--- src/rtl/stopwatch_pkg.sv ---
`default_nettype none
// ============================================================================
// Module   : stopwatch_pkg
// Purpose  : Shared types and constants for the stopwatch_timer block:
//            FSM state encoding, per-digit BCD limits, digit positions in
//            the flat BCD bus, and small helpers for limit lookup/clamping.
// Ports    : none (package)
// Config   : none
// Revision : 1.0 - initial release
// ============================================================================
package stopwatch_pkg;

  typedef enum logic [1:0] {
    ST_IDLE  = 2'd0,
    ST_RUN   = 2'd1,
    ST_PAUSE = 2'd2,
    ST_DONE  = 2'd3
  } sw_state_t;

  localparam logic [3:0] DIG_MAX_DEC      = 4'd9;
  localparam logic [3:0] DIG_MAX_SEC_TENS = 4'd5;

  // Digit positions in the flat bus (each digit is 4 bits wide)
  localparam int DIG_TENTHS    = 0;
  localparam int DIG_SEC_UNITS = 1;
  localparam int DIG_SEC_TENS  = 2;
  localparam int DIG_MIN_BASE  = 3;

  // Only the seconds-tens digit stops at 5; every other digit is decimal.
  function automatic logic [3:0] digit_limit(input int idx);
    return (idx == DIG_SEC_TENS) ? DIG_MAX_SEC_TENS : DIG_MAX_DEC;
  endfunction

  function automatic logic [3:0] clamp_digit(input logic [3:0] val,
                                             input logic [3:0] lim);
    return (val > lim) ? lim : val;
  endfunction

endpackage : stopwatch_pkg
`default_nettype wire

--- src/rtl/bcd_digit_counter.sv ---
`default_nettype none
// ============================================================================
// Module   : bcd_digit_counter
// Purpose  : One BCD digit of the stopwatch count. Wraps 0..LIMIT in either
//            direction and reports carry (up) / borrow (down) to the next
//            digit. A synchronous load overrides counting.
// Ports    : clk, rst_n        - clock, async active-low reset
//            i_load/i_load_val - synchronous load of a digit value
//            i_en              - step this digit on this edge
//            i_up              - 1 = increment, 0 = decrement
//            o_value           - current digit value
//            o_carry           - step request for the next digit
// Config   : LIMIT - highest legal digit value
// Revision : 1.0 - initial release
// ============================================================================
module bcd_digit_counter #(
  parameter logic [3:0] LIMIT = 4'd9
) (
  input  logic       clk,
  input  logic       rst_n,
  input  logic       i_load,
  input  logic [3:0] i_load_val,
  input  logic       i_en,
  input  logic       i_up,
  output logic [3:0] o_value,
  output logic       o_carry
);

  logic [3:0] r_value;

  always_ff @(posedge clk or negedge rst_n) begin
    if (!rst_n) begin
      r_value <= 4'd0;
    end else if (i_load) begin
      r_value <= i_load_val;
    end else if (i_en) begin
      if (i_up) begin
        r_value <= (r_value == LIMIT) ? 4'd0 : r_value + 4'd1;
      end else begin
        r_value <= (r_value == 4'd0) ? LIMIT : r_value - 4'd1;
      end
    end
  end

  // Carry/borrow is combinational so the whole chain steps on the same edge.
  assign o_carry = i_en && !i_load &&
                   (i_up ? (r_value == LIMIT) : (r_value == 4'd0));
  assign o_value = r_value;

endmodule : bcd_digit_counter
`default_nettype wire

--- src/rtl/stopwatch_timer.sv ---
`default_nettype none
// ============================================================================
// Module   : stopwatch_timer
// Purpose  : BCD minute/second/tenth stopwatch and countdown timer with
//            start/stop/resume, preset load, and saturation at both limits.
// Ports    : clk, rst_n    - clock, async active-low reset
//            start_stop    - pulse, toggles run/pause (start from IDLE)
//            clear         - pulse, back to IDLE with count reloaded
//            mode          - 0 = up, 1 = down (taken in IDLE only)
//            load_en       - pulse, latch clamped load_value (IDLE only)
//            load_value    - preset digits, tenths in [3:0], LSD first
//            lap           - pulse, toggles display freeze
//            disp_bcd      - displayed digits, same layout as load_value
//            running       - high while in RUN
//            done          - one-cycle pulse when a limit is reached
//            tick          - one-cycle pulse per counted 0.1 s
// Config   : STOPWATCH_LAP_EN - when defined, builds the lap snapshot
//            register; otherwise lap is ignored.
// Revision : 1.0 - initial release
// ============================================================================
module stopwatch_timer
  import stopwatch_pkg::*;
#(
  parameter int TICK_DIV       = 10000000,
  parameter int NUM_MIN_DIGITS = 1
) (
  input  logic                            clk,
  input  logic                            rst_n,
  input  logic                            start_stop,
  input  logic                            clear,
  input  logic                            mode,
  input  logic                            load_en,
  input  logic [4*(3+NUM_MIN_DIGITS)-1:0] load_value,
  input  logic                            lap,
  output logic [4*(3+NUM_MIN_DIGITS)-1:0] disp_bcd,
  output logic                            running,
  output logic                            done,
  output logic                            tick
);

  localparam int D  = 3 + NUM_MIN_DIGITS;
  localparam int W  = 4 * D;
  localparam int PW = (TICK_DIV > 1) ? $clog2(TICK_DIV) : 1;
  localparam logic [PW-1:0] PRESC_LAST = PW'(TICK_DIV - 1);

  sw_state_t      r_state;
  logic [PW-1:0]  r_presc;
  logic [W-1:0]   r_preset;
  logic           r_mode;
  logic           r_running;
  logic           r_done;
  logic           r_tick;

  logic [W-1:0]   w_count;
  logic [W-1:0]   w_clamped;
  logic [D-1:0]   w_at_max;
  logic [D-1:0]   w_dig_en;
  logic [D-1:0]   w_dig_co;
  logic           w_at_limit;
  logic           w_tick_evt;
  logic           w_cnt_en;
  logic           w_cnt_load;
  logic [W-1:0]   w_cnt_load_val;
  logic           w_unused_top_carry;

  // A tick "at the limit" is the event that ends the run; it never steps
  // the count, which is what makes the count saturate.
  assign w_at_limit     = r_mode ? (w_count == '0) : (&w_at_max);
  assign w_tick_evt     = (r_state == ST_RUN) && (r_presc == PRESC_LAST) && !clear;
  assign w_cnt_en       = w_tick_evt && !w_at_limit;
  // IDLE continuously tracks the reload value so mode/preset changes show
  // immediately; clear reloads on its own edge.
  assign w_cnt_load     = clear || (r_state == ST_IDLE);
  assign w_cnt_load_val = mode ? r_preset : '0;

  for (genvar g = 0; g < D; g++) begin : g_digit
    localparam logic [3:0] LIM = digit_limit(g);

    if (g == 0) begin : g_lsd
      assign w_dig_en[g] = w_cnt_en;
    end else begin : g_chain
      assign w_dig_en[g] = w_dig_co[g-1];
    end

    bcd_digit_counter #(
      .LIMIT (LIM)
    ) u_digit (
      .clk        (clk),
      .rst_n      (rst_n),
      .i_load     (w_cnt_load),
      .i_load_val (w_cnt_load_val[4*g +: 4]),
      .i_en       (w_dig_en[g]),
      .i_up       (!r_mode),
      .o_value    (w_count[4*g +: 4]),
      .o_carry    (w_dig_co[g])
    );

    assign w_clamped[4*g +: 4] = clamp_digit(load_value[4*g +: 4], LIM);
    assign w_at_max[g]         = (w_count[4*g +: 4] == LIM);
  end

  assign w_unused_top_carry = w_dig_co[D-1];

`ifdef STOPWATCH_LAP_EN
  logic           r_lap_frz;
  logic [W-1:0]   r_lap_val;
`endif

  always_ff @(posedge clk or negedge rst_n) begin
    if (!rst_n) begin
      r_state   <= ST_IDLE;
      r_presc   <= '0;
      r_preset  <= '0;
      r_mode    <= 1'b0;
      r_running <= 1'b0;
      r_done    <= 1'b0;
      r_tick    <= 1'b0;
`ifdef STOPWATCH_LAP_EN
      r_lap_frz <= 1'b0;
      r_lap_val <= '0;
`endif
    end else begin
      r_done <= 1'b0;
      r_tick <= 1'b0;

      if (clear) begin
        r_state   <= ST_IDLE;
        r_presc   <= '0;
        r_running <= 1'b0;
      end else begin
        case (r_state)
          ST_IDLE: begin
            r_mode  <= mode;
            r_presc <= '0;
            if (load_en) begin
              r_preset <= w_clamped;
            end else if (start_stop) begin
              if (mode && (r_preset == '0)) begin
                // Countdown from zero has nothing to count: finish at once.
                r_state <= ST_DONE;
                r_done  <= 1'b1;
              end else begin
                r_state   <= ST_RUN;
                r_running <= 1'b1;
              end
            end
          end

          ST_RUN: begin
            if (r_presc == PRESC_LAST) begin
              r_presc <= '0;
            end else begin
              r_presc <= r_presc + 1'b1;
            end

            if (w_tick_evt && w_at_limit) begin
              r_state   <= ST_DONE;
              r_done    <= 1'b1;
              r_running <= 1'b0;
            end else begin
              r_tick <= w_tick_evt;
              if (start_stop) begin
                r_state   <= ST_PAUSE;
                r_running <= 1'b0;
              end
            end
          end

          ST_PAUSE: begin
            // Prescaler holds so the partial tick resumes where it stopped.
            if (start_stop) begin
              r_state   <= ST_RUN;
              r_running <= 1'b1;
            end
          end

          ST_DONE: begin
            // Held until clear.
          end

          default: begin
            r_state   <= ST_IDLE;
            r_running <= 1'b0;
          end
        endcase
      end

`ifdef STOPWATCH_LAP_EN
      if (clear) begin
        r_lap_frz <= 1'b0;
      end else if (lap && ((r_state == ST_RUN) || (r_state == ST_PAUSE))) begin
        r_lap_frz <= !r_lap_frz;
        if (!r_lap_frz) begin
          r_lap_val <= w_count;
        end
      end
`endif
    end
  end

`ifdef STOPWATCH_LAP_EN
  assign disp_bcd = r_lap_frz ? r_lap_val : w_count;
`else
  logic w_unused_lap;
  assign w_unused_lap = lap;
  assign disp_bcd     = w_count;
`endif

  assign running = r_running;
  assign done    = r_done;
  assign tick    = r_tick;

endmodule : stopwatch_timer
`default_nettype wire

--- config.mk ---
export PLATFORM = sky130hd
export DESIGN_NAME = stopwatch_timer
export DESIGN_NICKNAME = d
export VERILOG_FILES = /design/src/rtl/stopwatch_pkg.sv /design/src/rtl/bcd_digit_counter.sv /design/src/rtl/stopwatch_timer.sv
export SDC_FILE = /design/constraint.sdc
export NUM_CORES = 1
export LEC_CHECK = 0
export CAP_MARGIN = 20
export CORE_ASPECT_RATIO = 1.5
export CORE_MARGIN = 1
export CORE_UTILIZATION = 53
export CTS_BUF_LIST = sky130_fd_sc_hd__clkbuf_16
export DETAILED_ROUTE_END_ITERATION = 6
export DONT_BUFFER_PORTS = 1
export GPL_TIMING_DRIVEN = 0
export HOLD_SLACK_MARGIN = 0.05
export PLACE_DENSITY_LB_ADDON = 0.12
export SYNTH_ARGS = -nofsm -noshare
export SYNTH_HDL_FRONTEND = slang
export SYNTH_HIERARCHICAL = 1
export SYNTH_SLANG_ARGS = --single-unit
--- constraint.sdc ---
create_clock -name clk -period 4 [get_ports clk]
set_clock_uncertainty 0.15 [all_clocks]
set_input_delay 0.6 -clock clk [delete_from_list [all_inputs] [get_ports clk]]
set_output_delay 0.6 -clock clk [all_outputs]
set_load 0.02 [all_outputs]
==> metrics <==
status=completed; drt first pass iters=4; port buffer count=0; WL per Instance=16.7 um; initial antenna violation count=0; Finished Cell Area=4320 um2; CP Data Arrival Time=3.68 ns; latest clock arrival within the worst-skew pair=0.32 ns; Mapped Cells=422; Largest stage delay, worst path=0.40 ns; clk sinks=62; Core ar.=6940 um2; Max-slew headroom=0.482; max-slew violations=0; # setup viols final=0; TritonCTS clock tree=yes; via count=3204; clock buffer depth=2; Root Buffer=clkbuf_16; Hold WS=0.248 ns; Peak Freq=0.276 GHz; num ports=42; Initial DRC Count=114; drt total wl=8690 um; clock slew at reported path FFs=0.05 ns; worst vdd ir=385 uV; vias in the first global route=3211; fin crit share=0.907; Final #Nets=465; max cap viols=0; Worst-Margin Slew=0.776 ns; crit path kind=flip-flop to flip-flop; worst-path cell chain=nand4bb_1 > nor2_1 > nand4b_1 > nor3_4 > nand2b_1 > a2111oi_4 > nand2b_1 > a2111oi_4 > nand2b_1 > nor4_4 > buf_4 > nand2b_1 > a31oi_1 > a31oi_1; CP Max Fanout=7; Antenna diodes=0; die height=106 um; Placement Rows=37; RSZ-0062 raised after global routing=false; # DRC=0; Min-Delay Path Class=input pin to flip-flop; Worst setup SP type=flip-flop; CP most frequent cell=nand2b_1; gp weighted congestion=0.940; placed cell areas=3940 um2; final setup TNS=0 ns; CP endpoint kind=flip-flop; Worst Path Required=4.05 ns; Initial Util=0.552; Power Dens Cells=613 nW/um2; grt ovf=0; Synthesis Warnings=6; full die area=7580 um2; Lkg Pwr=1.76 nW; fin crit period=3.63 ns; pin count of the biggest net entering global routing=63; Via density=6.17; final total power=2.65 mW; Final Hold Vio Count=0; syn_nets=449; Crit-path slowest cell=dfrtp_1; syn_area_per_cell=9.08 um2; HPWL after DPL=6260 um; Die X=71.4 um; Post-Syn Area=3830 um2; first-pass GRT wire length=14600 um; Overall Global Routing Usage=0.250; area added between synthesis and finish=12.7%; Detail Route Antenna Nets=0; CTS buffer count=9; H-tree Lvls=3; layout cell share with drive strength beyond 1=0.122
[cell usage in the layout (no fill, tap or decap), types with 3 or more instances in the layout]
cell       count
dfrtp_1       60
nor2_1        37
nand2_1       37
o21ai_0       28
inv_1         22
and2_1        22
xor2_1        18
nor3_1        12
nand2b_1      12
nand4_1       11
nand3_1       11
xnor2_1       11
a31oi_1       10
nor4_1         9
clkbuf_16      9
a21oi_1        7
o21a_1         7
and3_1         6
or3_1          6
o2111ai_1      6
buf_2          5
nor4b_1        5
clkbuf_1       4
nor2b_1        4
mux2_2         4
a21o_1         4
o21ai_1        4
ha_1           4
buf_6          4
and3_2         3
o311ai_0       3
a211o_2        3
buf_4          3
[flip-flops by register name, indices dropped and copies added, names as in the netlist]
register	count
done	1
g_digit.u_digit/o_value	16
r_mode	1
r_presc	24
r_preset	16
r_state	2
running	1
tick	1
[where the power goes]
part	total [mW]	internal [mW]	leakage, nW	switching [mW]
clock	0.715	0.465	0.139	0.250
sequential	1.06	0.772	0.823	0.285
combinational	0.876	0.363	0.797	0.513
[critical path: cells and delay by family (launching register included)]
family | cells | cell delay, ns
AO/OA/AOI/OAI | 4 | 0.96
buffers and inverters | 1 | 0.19
flip-flops | 1 | 0.40
AND/OR/NAND/NOR | 9 | 1.80
[through the flow]
stage | utilization | setup WS [ns] | cells
finish | 0.622 | 0.372 | 519
global route | 0.622 | 0.124 | 519
CTS | 0.619 | 0.00464 | 517
detailed placement | 0.567 | -0.815 | 500
global placement | 0.567 | -0.800 | 500
floorplan | - | 0.174 | 422
[path summary, 6_finish.rpt]
check	startpoint	endpoint	slack (ns)	cells past startpoint
max	r_presc[21]	g_digit[3].u_digit/o_value[3]	0.37	14
min	load_en	done	0.25	1
max reg2reg	r_presc[21]	g_digit[3].u_digit/o_value[3]	0.37	14
min reg2reg	r_preset[12]	r_preset[12]	0.34	2
max in group asynchronous	rst_n	r_preset[7]	2.76	2
min in group asynchronous	rst_n	g_digit[1].u_digit/o_value[3]	0.66	2
[area by class of cell]
type | instances | area, um2
fill | 618 | 2630
multi-input combinational | 327 | 2180
sequential | 62 | 1550
clock buffer | 9 | 225
tap | 78 | 97.6
buffer | 13 | 85.1
inverter | 20 | 75.1
timing repair buffer | 5 | 60.1
clock inverter | 5 | 45.0
[repair_timing]
item	CTS	global route
gates resized for setup	5	2
hold endpoints to repair	62	0
pin swaps	1	2
hold buffers	2	0
buffers inserted	1	2
cloned	0	0
endpoints found under the setup margin	7	5
[per-layer routing]
metal	GRT usage	wire [um]
met2	0.444	4580
met3	0.0521	284
met4	0.137	329
met5	0	0
met1	0.273	3500
Note: power is estimated with default switching activity, not from simulation.
==> patch 1, RTL diff (same settings) <==
Change the parameter `NUM_MIN_DIGITS` from 1 to 2.
--- a/src/rtl/stopwatch_timer.sv
+++ b/src/rtl/stopwatch_timer.sv
@@ -22,7 +22,7 @@
   import stopwatch_pkg::*;
 #(
   parameter int TICK_DIV       = 10000000,
-  parameter int NUM_MIN_DIGITS = 1
+  parameter int NUM_MIN_DIGITS = 2
 ) (
   input  logic                            clk,
   input  logic                            rst_n,
Ports: changed (resized disp_bcd and load_value); port bits go from 42 to 50. The function was not compared with the original's and may differ.
==> patch 1 against the original RTL <==
  * Cell area increased by 16%
  * Utilization increased by 0.80 points
  * Critical path depth up 3
  * Sequential cell count rose by 8
  * Area after synthesis is 13% higher
  * Wire length up 20%
  * Synthesized cell count increased by 13%
  * Worst setup slack got worse by 210 ps
  * Highest routed layer unchanged
Power is not compared: it rests on default switching activity, and its combinational part moved more than twofold at a synthesized area within 25%.
==> patch 1: results (changes against the original RTL) <==
Parameter                              Value

Critical path
  Endpoint arrival time on the critical path ... 3890 ps (+210 ps)
  Depth of the worst register-to-register path ... 17 (+3)
  Critical path peak fanout ... 7 (unchanged)
  RR Startpoint ... r_presc[0]$_DFFE_PN0P_
  CP peak stage delay ... 390 ps
  Worst r2r dst ... g_digit[4].u_digit/o_value[3]$_DFFE_PN0P_
  Reg2Reg Setup Slack ... 160 ps (-210 ps)
  Endpoint class of the critical path ... flop

Routing
  First-pass DRT Iterations ... 4 (unchanged)
  Post-detailed-route via-to-cell ratio ... 5.93 (-3.9%)
  Total length of routed wires ... 10400 um (+20%)
  DRC marker count from the first detailed-route iteration ... 150 (+32%)

Pwr
  Net switching share of the total power ... 0.318
  Peak supply drop ... 0.289 mV
  Leakage power ... 2.01 nW

Place
  Placed Cells incl. Taps ... 582 (+16%)
  Placed Area ... 4530 um^2 (+15%)
  Placer's final routability congestion estimate ... 0.809 (-14%)
  Placed wire-length estimate after detailed placement ... 7300 um (+17%)
  Worst setup slack before clock tree synthesis ... -874 ps (-59.7 ps)

Clock network
  Buffer levels on the longest clock path ... 2 (unchanged)
  Cell at the root of the clock tree ... clkbuf_16
  CTS clock-pin slew for the worst setup and hold paths ... 50 ps (about the same)

Final layout
  Post-route non-filler standard cell count ... 617 (+19%)
  Antenna cells ... 0 (unchanged)
  Number of nets in the layout ... 539 (+16%)
  Fraction of final layout cells with drive strength greater than 1 ... 0.174 (+0.0514)

Yosys
  Post-Synthesis Mean Instance Area ... 9.07 um^2 (about the same)
  Total of warnings raised by yosys ... 6 (unchanged)
  Number of nets in the synthesized netlist ... 508 (+13%)

Run status
  Status ... finished, final reports clean

STA
  Min Clock Period, post-route ... 3840 ps (+213 ps)
  Relative slew slack ... 0.342 (-0.140)

Worst hold path
  Beginning of the worst hold path ... clear

Global routing
  First-pass GRT wire length ... 16700 um (+15%)
  Largest net degree at the start of global routing ... 71 (+13%)
  Vias in the first global route ... 3646 (+14%)
  Overall Global Routing Usage ... 0.264 (+0.0138)
==> patch 1: how the worst min path moves through the flow <==
stage | end | slack [ps] | cells after the start
6_report | r_state[0]$_DFFE_PN0P_ | 180 | 1
3_3_place_gp | g_digit[3].u_digit/o_value[1]$_DFFE_PN0P_ | 160 | 0
5_1_grt | r_state[0]$_DFFE_PN0P_ | 160 | 1
3_5_place_dp | g_digit[3].u_digit/o_value[3]$_DFFE_PN0P_ | 160 | 0
4_1_cts | r_state[0]$_DFFE_PN0P_ | 170 | 1
2_1_floorplan | done$_DFF_PN0_ | 150 | 0
==> patch 1: cell type report <==
type,count,area [um^2]
sequential,70,1770
fill,661,2940
clock buffer,9,225
inverter,24,90.1
clock inverter,6,23.8
buffer,14,93.8
timing repair buffer,20,165
tap,105,131
multi-input combinational,369,2510
==> patch 1: repair_timing <==
| item | CTS | global route |
|---|---|---|
| pin swaps | 7 | 9 |
| hold buffers | 2 | 0 |
| setup buffers | 7 | 11 |
| endpoints found under the setup margin | 8 | 4 |
| resized for setup | 7 | 18 |
| hold endpoints to repair | 70 | 0 |
==> patch 1: metal layers <==
metal  vias to the layer above  GRT usage  part of all wire
li1                       1792          -                 -
met1                      1771      0.286              0.39
met2                        74      0.453              0.54
met3                        23     0.0727             0.041
met4                         0      0.135             0.031
met5                         -          0                 0
==> patch 1: worst max-delay path, delay by kind of cell (launching register included) <==
kind / cells / cell delay, ps
simple gates: 10 / 1780
compound gates: 5 / 1030
flops: 1 / 390
buf+inv: 1 / 200
fa+ha+maj: 1 / 160
==> patch 1: power by group through the flow <==
stage / registers (mW) / logic, mW / clock network [mW]
after global placement: 0.919 / 0.352 / 0
after detailed placement: 0.922 / 0.360 / 0
after global routing: 0.923 / 0.441 / 0.720
after floorplan: 0.891 / 0.295 / 0
after CTS: 0.910 / 0.380 / 0.695
final: 0.909 / 0.395 / 0.676
==> patch 1: stage by stage <==
step / hold WS [ps] / util
2_1_floorplan: 154 / -
3_3_place_gp: 156 / 0.569
3_5_place_dp: 156 / 0.569
4_1_cts: 167 / 0.616
5_1_grt: 165 / 0.630
6_report: 178 / 0.630
==> patch 2, RTL diff (same flow settings) <==
Made on the original files. Encoding of `sw_state_t`: now one-hot (4 bits for 4 states).
--- a/src/rtl/stopwatch_pkg.sv
+++ b/src/rtl/stopwatch_pkg.sv
@@ -10,11 +10,11 @@
 // ============================================================================
 package stopwatch_pkg;
 
-  typedef enum logic [1:0] {
-    ST_IDLE  = 2'd0,
-    ST_RUN   = 2'd1,
-    ST_PAUSE = 2'd2,
-    ST_DONE  = 2'd3
+  typedef enum logic [3:0] {
+    ST_IDLE  = 4'b0001,
+    ST_RUN   = 4'b0010,
+    ST_PAUSE = 4'b0100,
+    ST_DONE  = 4'b1000
   } sw_state_t;
 
   localparam logic [3:0] DIG_MAX_DEC      = 4'd9;
Formal check against the unedited RTL: no difference found for any inputs over 4 cycles, from zero or initial values and one cycle with rst_n low; so few cycles prove little.
==> patch 2 against the original RTL <==
  * Cell area up 5.9%
  * Sequential power down 10%
  * Die area is 4.3% higher
  * Clock power grew 15%
  * Via count grew 4.9%
  * Power shrank 11%
  * Sequential cell count is 2 higher
  * Worst setup slack lost 110 ps
  * Wire length increased by 8.8%
  * Area after synthesis rose by 4.4%
  * Synthesized cell count increased by 6.4%
  * Count of clock-buffer cells in the layout is the same
  * Combinational power fell by 32%
  * Largest power group unchanged
==> patch 2: results (changes against the original RTL) <==
Parameter                              Value

Clock network
  Cell at the root of the clock tree ... clkbuf_16
  H-tree depth ... 3 (unchanged)
  CTS clock-pin slew for the worst setup and hold paths ... 50 ps (about the same)
  Buffer levels on the longest clock path ... 2 (unchanged)
  Worst-skew pair later-pin latency ... 330 ps
  CTS buffer count ... 9 (unchanged)

Critical path
  Critical path peak fanout ... 7 (unchanged)
  Worst r2r dst ... g_digit[3].u_digit/o_value[1]$_DFFE_PN0P_
  Depth of the worst register-to-register path ... 13 (-1)
  Endpoint class of the critical path ... flop
  RR Startpoint ... r_presc[7]$_DFFE_PN0P_
  Reg2Reg Setup Slack ... 260 ps (-110 ps)
  Endpoint arrival time on the critical path ... 3830 ps (+150 ps)
  Critical Path Start ... r_presc[7]$_DFFE_PN0P_

Place
  Count of buffers from port buffering ... 0 (unchanged)
  Placer's final routability congestion estimate ... 0.889 (-5.4%)
  Worst setup slack before clock tree synthesis ... -837 ps (-22.7 ps)
  Placed wire-length estimate after detailed placement ... 6680 um (+6.8%)

Yosys
  Number of nets in the synthesized netlist ... 473 (+5.3%)
  Post-Synthesis Cell Area ... 4000 um^2 (+4.4%)
  Total of warnings raised by yosys ... 6 (unchanged)

Routing
  Routed length on met1 ... 3890 um (+11%)
  Total number of vias ... 3362 (+4.9%)
  Met2 wire length ... 4910 um (+7.3%)
  Highest signal layer in the routed design ... met4
  Detail Route met3 WL ... 491 um (+73%)
  DRC marker count from the first detailed-route iteration ... 197 (+73%)
  Total length of routed wires ... 9460 um (+8.8%)
  First-pass DRT Iterations ... 4 (unchanged)

Global routing
  First-pass GRT wire length ... 15600 um (+7.1%)
  Largest net degree at the start of global routing ... 65 (+3.2%)
  Vias in the first global route ... 3274 (+2.0%)
  Number of antenna violations at the first check in global routing ... 0 (unchanged)
  Overall Global Routing Usage ... 0.260 (+0.0105)
  Global route total overflow ... 0 (unchanged)

Pwr
  Leakage power ... 1.84 nW (+4.4%)
  Peak supply drop ... 0.330 mV (-14%)
  Net switching share of the total power ... 0.348 (-0.0476)

Final layout
  Number of nets in the layout ... 492 (+5.8%)
  Fillers ... 650 (+5.2%)
  Antenna cells ... 0 (unchanged)
  Register bank with the most flops ... r_presc
  Max reg flops ... 24 (unchanged)
  Fraction of final layout cells with drive strength greater than 1 ... 0.118 (-0.00406)

Worst hold path
  Type of the most critical hold path ... in2reg

STA
  Transition time at the pin with the least slew margin ... 769 ps (-6.44 ps)
  Min Clock Period, post-route ... 3740 ps (+115 ps)

Run status
  Status ... finished, final reports clean
[patch 2: worst min-delay path by stage]
stage,endpoint,slack [ps],from,depth (start not counted)
floorplan,done$_DFF_PN0_,150,rst_n,0
global placement,g_digit[0].u_digit/o_value[3]$_DFFE_PN0P_,160,rst_n,0
detailed placement,g_digit[0].u_digit/o_value[2]$_DFFE_PN0P_,160,rst_n,0
CTS,r_preset[9]$_DFFE_PN0P_,250,load_value[9],2
global route,r_preset[9]$_DFFE_PN0P_,250,load_value[9],2
finish,r_preset[9]$_DFFE_PN0P_,250,load_value[9],2
[patch 2: repair_timing]
item,in CTS,in global routing
hold buffers,2,0
endpoints found under the setup margin,7,4
hold endpoints to repair,64,0
setup buffers,4,2
pin swaps,3,3
gates resized for setup,3,1
[patch 2: area by class of cell]
class	count	area, um^2	area share
Buffer	17	104	0.0227
Clock buffer	9	225	0.0492
Clock inverter	7	86.3	0.0189
Inverter	18	67.6	0.0148
Multi-Input combinational cell	350	2280	0.499
Sequential cell	64	1600	0.350
Tap cell	100	125	0.0273
Timing Repair Buffer	8	82.6	0.0180
[patch 2: worst max-delay path: stages (launching register included)]
cell	delay (ps)
dfrtp_1	450
or4_4	580
nor4_4	270
nand3b_1	240
nor2_4	160
nand2b_1	120
a2111oi_4	320
nand2b_1	160
a2111oi_4	360
nand2b_1	160
nor4_4	150
buf_4	190
o2111ai_1	120
a31oi_1	220
[patch 2: layer usage]
layer  GRT usage  up-vias
met5           0        -
met4       0.115        0
met3      0.0680       16
met2       0.449       73
met1       0.300     1587
li1            -     1686
[patch 2: through the flow]
| step | std cells | cell area, um^2 | setup TNS [ps] | hold slack (ps) | util |
|---|---|---|---|---|---|
| 6_report | 573 | 4580 | 0 | 254 | 0.629 |
| 5_1_grt | 573 | 4580 | -6.99 | 253 | 0.629 |
| 4_1_cts | 571 | 4550 | 0 | 246 | 0.626 |
| 3_5_place_dp | 549 | 4160 | -3570 | 156 | 0.571 |
| 3_3_place_gp | 549 | 4160 | -3380 | 156 | 0.571 |
| 2_1_floorplan | 449 | 4030 | 0 | 154 | - |
[patch 2: power groups by stage]
| stage | Combinational (mW) | Clock (mW) | Sequential (mW) |
|---|---|---|---|
| floorplan | 0.471 | 0 | 0.920 |
| global placement | 0.558 | 0 | 0.959 |
| detailed placement | 0.570 | 0 | 0.963 |
| CTS | 0.593 | 0.836 | 0.952 |
| global route | 0.662 | 0.864 | 0.972 |
| finish | 0.592 | 0.821 | 0.952 |
